==> src/rtl/writeback_stage.sv <==
// Writeback stage: selects the register-file write source, extracts loads and stalls on MDU results.
// Optional macro WB_FORWARD_EN adds the fwd_valid/fwd_idx/fwd_data bypass outputs.
module writeback_stage #(
  parameter int DATA_BITS    = 32,
  parameter int REG_IDX_BITS = 5,
  parameter int LINK_REG     = 31
) (
  input  logic                          clk,
  input  logic                          rst_n,
  input  logic                          in_valid,
  output logic                          in_ready,
  input  logic [REG_IDX_BITS-1:0]       rt,
  input  logic [REG_IDX_BITS-1:0]       rd,
  input  logic [DATA_BITS-1:0]          alu_out,
  input  logic [DATA_BITS-1:0]          mem_out,
  input  logic [DATA_BITS-1:0]          pc,
  input  logic [$clog2(DATA_BITS/8)-1:0] addr_lo,
  input  logic                          Jal,
  input  logic                          RegDst,
  input  logic                          MemToReg,
  input  logic                          ExtrSigned,
  input  logic [1:0]                    ExtrWord,
  input  logic [1:0]                    LHToReg,
  input  logic                          mdu_busy,
  input  logic                          mdu_done,
  input  logic [DATA_BITS-1:0]          lo,
  input  logic [DATA_BITS-1:0]          hi,
  output logic                          we,
  output logic [REG_IDX_BITS-1:0]       waddr,
  output logic [DATA_BITS-1:0]          wdata,
  output logic                          stalled
`ifdef WB_FORWARD_EN
  ,
  output logic                          fwd_valid,
  output logic [REG_IDX_BITS-1:0]       fwd_idx,
  output logic [DATA_BITS-1:0]          fwd_data
`endif
);

  localparam int AW = $clog2(DATA_BITS/8);
  localparam logic [REG_IDX_BITS-1:0] LINK_IDX = REG_IDX_BITS'(LINK_REG);
  localparam logic [REG_IDX_BITS-1:0] ZERO_IDX = {REG_IDX_BITS{1'b0}};

  typedef enum logic [0:0] {
    RUN      = 1'b0,
    WAIT_MDU = 1'b1
  } state_t;

  state_t                  state_q, state_d;
  logic [REG_IDX_BITS-1:0] pend_idx_q, pend_idx_d;
  logic [1:0]              pend_sel_q, pend_sel_d;
  logic                    we_q, we_d;
  logic [REG_IDX_BITS-1:0] waddr_q, waddr_d;
  logic [DATA_BITS-1:0]    wdata_q, wdata_d;
  logic [REG_IDX_BITS-1:0] dest_s;

  function automatic logic [DATA_BITS-1:0] extract_load(
    input logic [DATA_BITS-1:0] d,
    input logic [AW-1:0]        a_lo,
    input logic [1:0]           sz,
    input logic                 sgn
  );
    logic [DATA_BITS-1:0] sh_b;
    logic [DATA_BITS-1:0] sh_h;
    logic [7:0]           b;
    logic [15:0]          h;
    logic [DATA_BITS-1:0] r;
    sh_b = d >> {a_lo, 3'b000};
    sh_h = d >> {a_lo[AW-1:1], 4'b0000};
    b    = sh_b[7:0];
    h    = sh_h[15:0];
    case (sz)
      2'd0:    r = d;
      2'd1:    r = {{(DATA_BITS-8){b[7] & sgn}}, b};
      2'd2:    r = {{(DATA_BITS-16){h[15] & sgn}}, h};
      default: r = {DATA_BITS{1'b0}};
    endcase
    return r;
  endfunction

  function automatic logic [DATA_BITS-1:0] mdu_pick(
    input logic [1:0]           sel,
    input logic [DATA_BITS-1:0] lo_v,
    input logic [DATA_BITS-1:0] hi_v
  );
    logic [DATA_BITS-1:0] r;
    case (sel)
      2'd1:    r = lo_v;
      2'd2:    r = hi_v;
      default: r = {DATA_BITS{1'b0}};
    endcase
    return r;
  endfunction

  assign dest_s = RegDst ? rd : rt;

  // Next-state and next-write computation for both FSM states.
  always_comb begin
    state_d    = state_q;
    pend_idx_d = pend_idx_q;
    pend_sel_d = pend_sel_q;
    we_d       = 1'b0;
    waddr_d    = ZERO_IDX;
    wdata_d    = {DATA_BITS{1'b0}};
    case (state_q)
      RUN: begin
        if (in_valid) begin
          if (Jal) begin
            waddr_d = LINK_IDX;
            wdata_d = pc;
            we_d    = (LINK_IDX != ZERO_IDX);
          end else if (MemToReg) begin
            waddr_d = dest_s;
            wdata_d = extract_load(mem_out, addr_lo, ExtrWord, ExtrSigned);
            we_d    = (dest_s != ZERO_IDX);
          end else if (LHToReg != 2'd0) begin
            // A busy MDU without a result parks the request; the write is issued on mdu_done.
            if (mdu_busy && !mdu_done) begin
              state_d    = WAIT_MDU;
              pend_idx_d = dest_s;
              pend_sel_d = LHToReg;
            end else begin
              waddr_d = dest_s;
              wdata_d = mdu_pick(LHToReg, lo, hi);
              we_d    = (dest_s != ZERO_IDX);
            end
          end else begin
            waddr_d = dest_s;
            wdata_d = alu_out;
            we_d    = (dest_s != ZERO_IDX);
          end
        end else begin
          we_d = 1'b0;
        end
      end
      WAIT_MDU: begin
        if (mdu_done) begin
          state_d = RUN;
          waddr_d = pend_idx_q;
          wdata_d = mdu_pick(pend_sel_q, lo, hi);
          we_d    = (pend_idx_q != ZERO_IDX);
        end else begin
          state_d = WAIT_MDU;
        end
      end
      default: begin
        state_d = RUN;
      end
    endcase
  end

  // FSM state, pending MDU request and registered write port.
  always_ff @(posedge clk or negedge rst_n) begin
    if (!rst_n) begin
      state_q    <= RUN;
      pend_idx_q <= ZERO_IDX;
      pend_sel_q <= 2'd0;
      we_q       <= 1'b0;
      waddr_q    <= ZERO_IDX;
      wdata_q    <= {DATA_BITS{1'b0}};
    end else begin
      state_q    <= state_d;
      pend_idx_q <= pend_idx_d;
      pend_sel_q <= pend_sel_d;
      we_q       <= we_d;
      waddr_q    <= waddr_d;
      wdata_q    <= wdata_d;
    end
  end

  assign we       = we_q;
  assign waddr    = waddr_q;
  assign wdata    = wdata_q;
  assign in_ready = (state_q == RUN);
  assign stalled  = (state_q == WAIT_MDU);

`ifdef WB_FORWARD_EN
  assign fwd_valid = we_d && (state_q == RUN);
  assign fwd_idx   = waddr_d;
  assign fwd_data  = wdata_d;
`endif

endmodule

==> config.mk <==
export PLATFORM = sky130hd
export DESIGN_NAME = writeback_stage
export DESIGN_NICKNAME = d
export VERILOG_FILES = /design/src/rtl/writeback_stage.sv
export SDC_FILE = /design/constraint.sdc
export NUM_CORES = 1
export LEC_CHECK = 0
export ABC_AREA = 1
export CAP_MARGIN = 10
export CORE_AREA = 2 2 108 110
export DETAILED_ROUTE_END_ITERATION = 8
export DIE_AREA = 0 0 110 112
export PLACE_DENSITY_LB_ADDON = 0.12
export SYNTH_ARGS = -nofsm -noshare
export SYNTH_HDL_FRONTEND = slang
export SYNTH_SLANG_ARGS = --single-unit
==> constraint.sdc <==
create_clock -name clk -period 1.7 [get_ports clk]
set_input_delay 0.17 -clock clk [delete_from_list [all_inputs] [get_ports clk]]
set_output_delay 0.17 -clock clk [all_outputs]
set_load 0.03 [all_outputs]
==> metrics.cfg <==
[outcome]
status=complete, no violations

[global_routing]
grt_first_pass_wirelength_mm=28.59
antenna_found_initial=1
grt_max_degree=30
use_met3_pct=4.215
grtUsageTotal_pct=29.56
use_met2_pct=49.82
use_met1_pct=39.12
grt_overflow_total=0
grt_pass1_vias=5810
grt_busiest_layer=met2

[hold_path]
worstHoldEndpoint=pend_sel_q[1]
min_path_type=input pin to register
worstHoldStart=LHToReg[1]
whs_path_depth=4

[floorplan]
start_util_pct=39.93
die_area_mm2=0.01232
io_pins=225
placementRows=39
die_h_um=112
core_mm2=0.01117
die_x_um=110

[timing]
fin_ws_ns=0.06895
rsz0062_at_grt=no
fin_crit_sh_pct=95.94
relSlewSlack_pct=66.76
timing.fmax_ghz=0.6131
setup_viol=0
tightest_slew_ns=0.4976
hold_violations=0
tns_ns=0
min_period_ns=1.631
skew_ns=0.003942
slew_violations=0

[synthesis]
ys_seq_area_share_pct=25.80
syn_inst=842
synth_nets=1032
ys_ff_latch=46
netlist_area_mm2=0.004462
synth.distinct_cells=21
yosys_warnings=0
avgSynthCellArea_um2=5.299

[placement]
gp_congestion=0.9774
io_buffer_count=224
dp_hpwl_mm=14.25
dpl_cell_area_mm2=0.007201
dp_worst_setup_slack_ns=-0.2315

[power_and_ir_drop]
vdd_ir_drop_max_v=0.0004784
p_leak_nw=3.771
seqPwrFrac_pct=28.8
intPower_w=0.002708
switchingPower_w=0.001633
p_comb_share_pct=47.0
power_w=0.004341
pwr-share-clk_pct=24.2
pwr_density_cell_mw_per_mm2=584.1
p_sw_share_pct=37.61

[layout]
mostFrequentLayoutCells=441 x nand2_1, 220 x clkdlybuf4s50_1, 68 x o21ai_0, 67 x nand3_1
drive_above_1_share_pct=7.941
nFillCells=1074
syn_to_final_growth_pct=66.57
fin_area_mm2=0.007432
diodes=0
final_nets=1272
final_core_utilization_pct=66.51
final_common_cell=nand2_1

[critical_path]
critPathKind=register to output port
crit_fanout=4
r2r_end=pend_idx_q[0]
reg2reg_from=stalled
worstPathArrival_ns=1.46
cp-start-kind=register
required_ns=1.53
ff2ff_setup_slack_ns=0.29
end_kind=output port
reg2reg_depth=9

[clock_tree]
cts.sinks=46
cts_buffers=5
cts_max_level=2
cts_tree=done
clock_latency_ns=0.30
cts.path.max_buffers=2
clk_pin_slew_worst_paths_ns=0.07
cts_root_buffer=clkbuf_16

[route]
vias_per_cell=5.038
dr_total_vias=6176
drtPass1Iterations=5
ant_nets=0
drt_iter0_drc=481
routed_wl_mm=18.64
drc=0
wl_per_cell_um=15.21

[run]
drv_cap=0

-- worst max-delay path: stages (launching register included) --
cell,delay (ns)
dfrtp_1,0.40
inv_2,0.09
clkdlybuf4s50_1,0.67
-- registers in the layout, indices dropped and copies added, names as in the netlist --
signal      count
pend_sel_q      2
wdata          32
we              1
stalled         1
pend_idx_q      5
waddr           5
-- metrics by stage --
| step | std cells | hold WS [ns] |
|---|---|---|
| after floorplan | 842 | -0.1256 |
| after global placement | 1215 | 0.1423 |
| after detailed placement | 1215 | 0.1495 |
| after CTS | 1224 | 0.3649 |
| after global routing | 1226 | 0.3576 |
| final | 1226 | 0.2983 |
-- area by class of cell --
cell class / instances / area (µm²) / share of cell area (%)
clock buffers: 5 / 125.1 / 1.684
clock inverters: 3 / 23.77 / 0.3199
inverters: 59 / 221.5 / 2.980
multi-input cells: 686 / 2904 / 39.07
flip-flops and latches: 46 / 1151 / 15.49
well taps: 143 / 178.9 / 2.407
repair buffers: 284 / 2828 / 38.05
-- synthesized netlist by cell type, drive strengths merged --
master  instances  area share [%]
o22ai           5            0.70
nor2           48             4.4
nand4           1            0.14
o21ai          77             8.6
a21oi          37             4.2
ha              5             1.4
nand2         442              37
or2             1            0.14
and2            2            0.28
clkbuf         43             3.6
dfrtp          46              26
nand3          67             7.5
o21bai          1            0.17
inv            58             4.9
clkinv          1           0.084
buf             8            0.87
-- per-layer routing --
| layer | vias to the layer above | part of all wire [%] |
|---|---|---|
| met5 | - | 0.070 |
| met4 | 2 | 2.2 |
| met3 | 41 | 9.0 |
| met2 | 305 | 47 |
| met1 | 2725 | 42 |
| li1 | 3103 | - |
-- worst max path at each step --
stage                            from            end  slack, ns
final                         stalled       in_ready       0.07
after global routing      ExtrWord[1]      wdata[28]      0.009
after CTS                  LHToReg[0]      wdata[20]       0.04
after detailed placement   LHToReg[0]      wdata[20]      -0.23
after global placement     LHToReg[0]      wdata[26]      -0.23
after floorplan               stalled  pend_idx_q[1]       0.03
-- cell families after synthesis --
family	share of synthesized area, %
AOI/OAI and AO/OA	13.66
adders and majority gates	1.402
buffers and inverters	9.450
DFF	25.80
and+or+nand+nor	49.69
-- timing repair --
item	in CTS	in global routing
resized for setup	0	9
setup endpoints to repair	0	42
hold buffers	1	0
endpoints found under the hold margin	17	0
buffers inserted	0	0
-- power groups by stage --
stage          Clock [W]  Combinational [W]  Sequential, W
5_1_grt          0.00109            0.00224        0.00126
2_1_floorplan          0           0.000807        0.00142
3_3_place_gp           0            0.00196        0.00127
3_5_place_dp           0            0.00197        0.00127
6_report         0.00105            0.00204        0.00125
4_1_cts          0.00106            0.00199        0.00125
(Power assumes the default switching activity.)
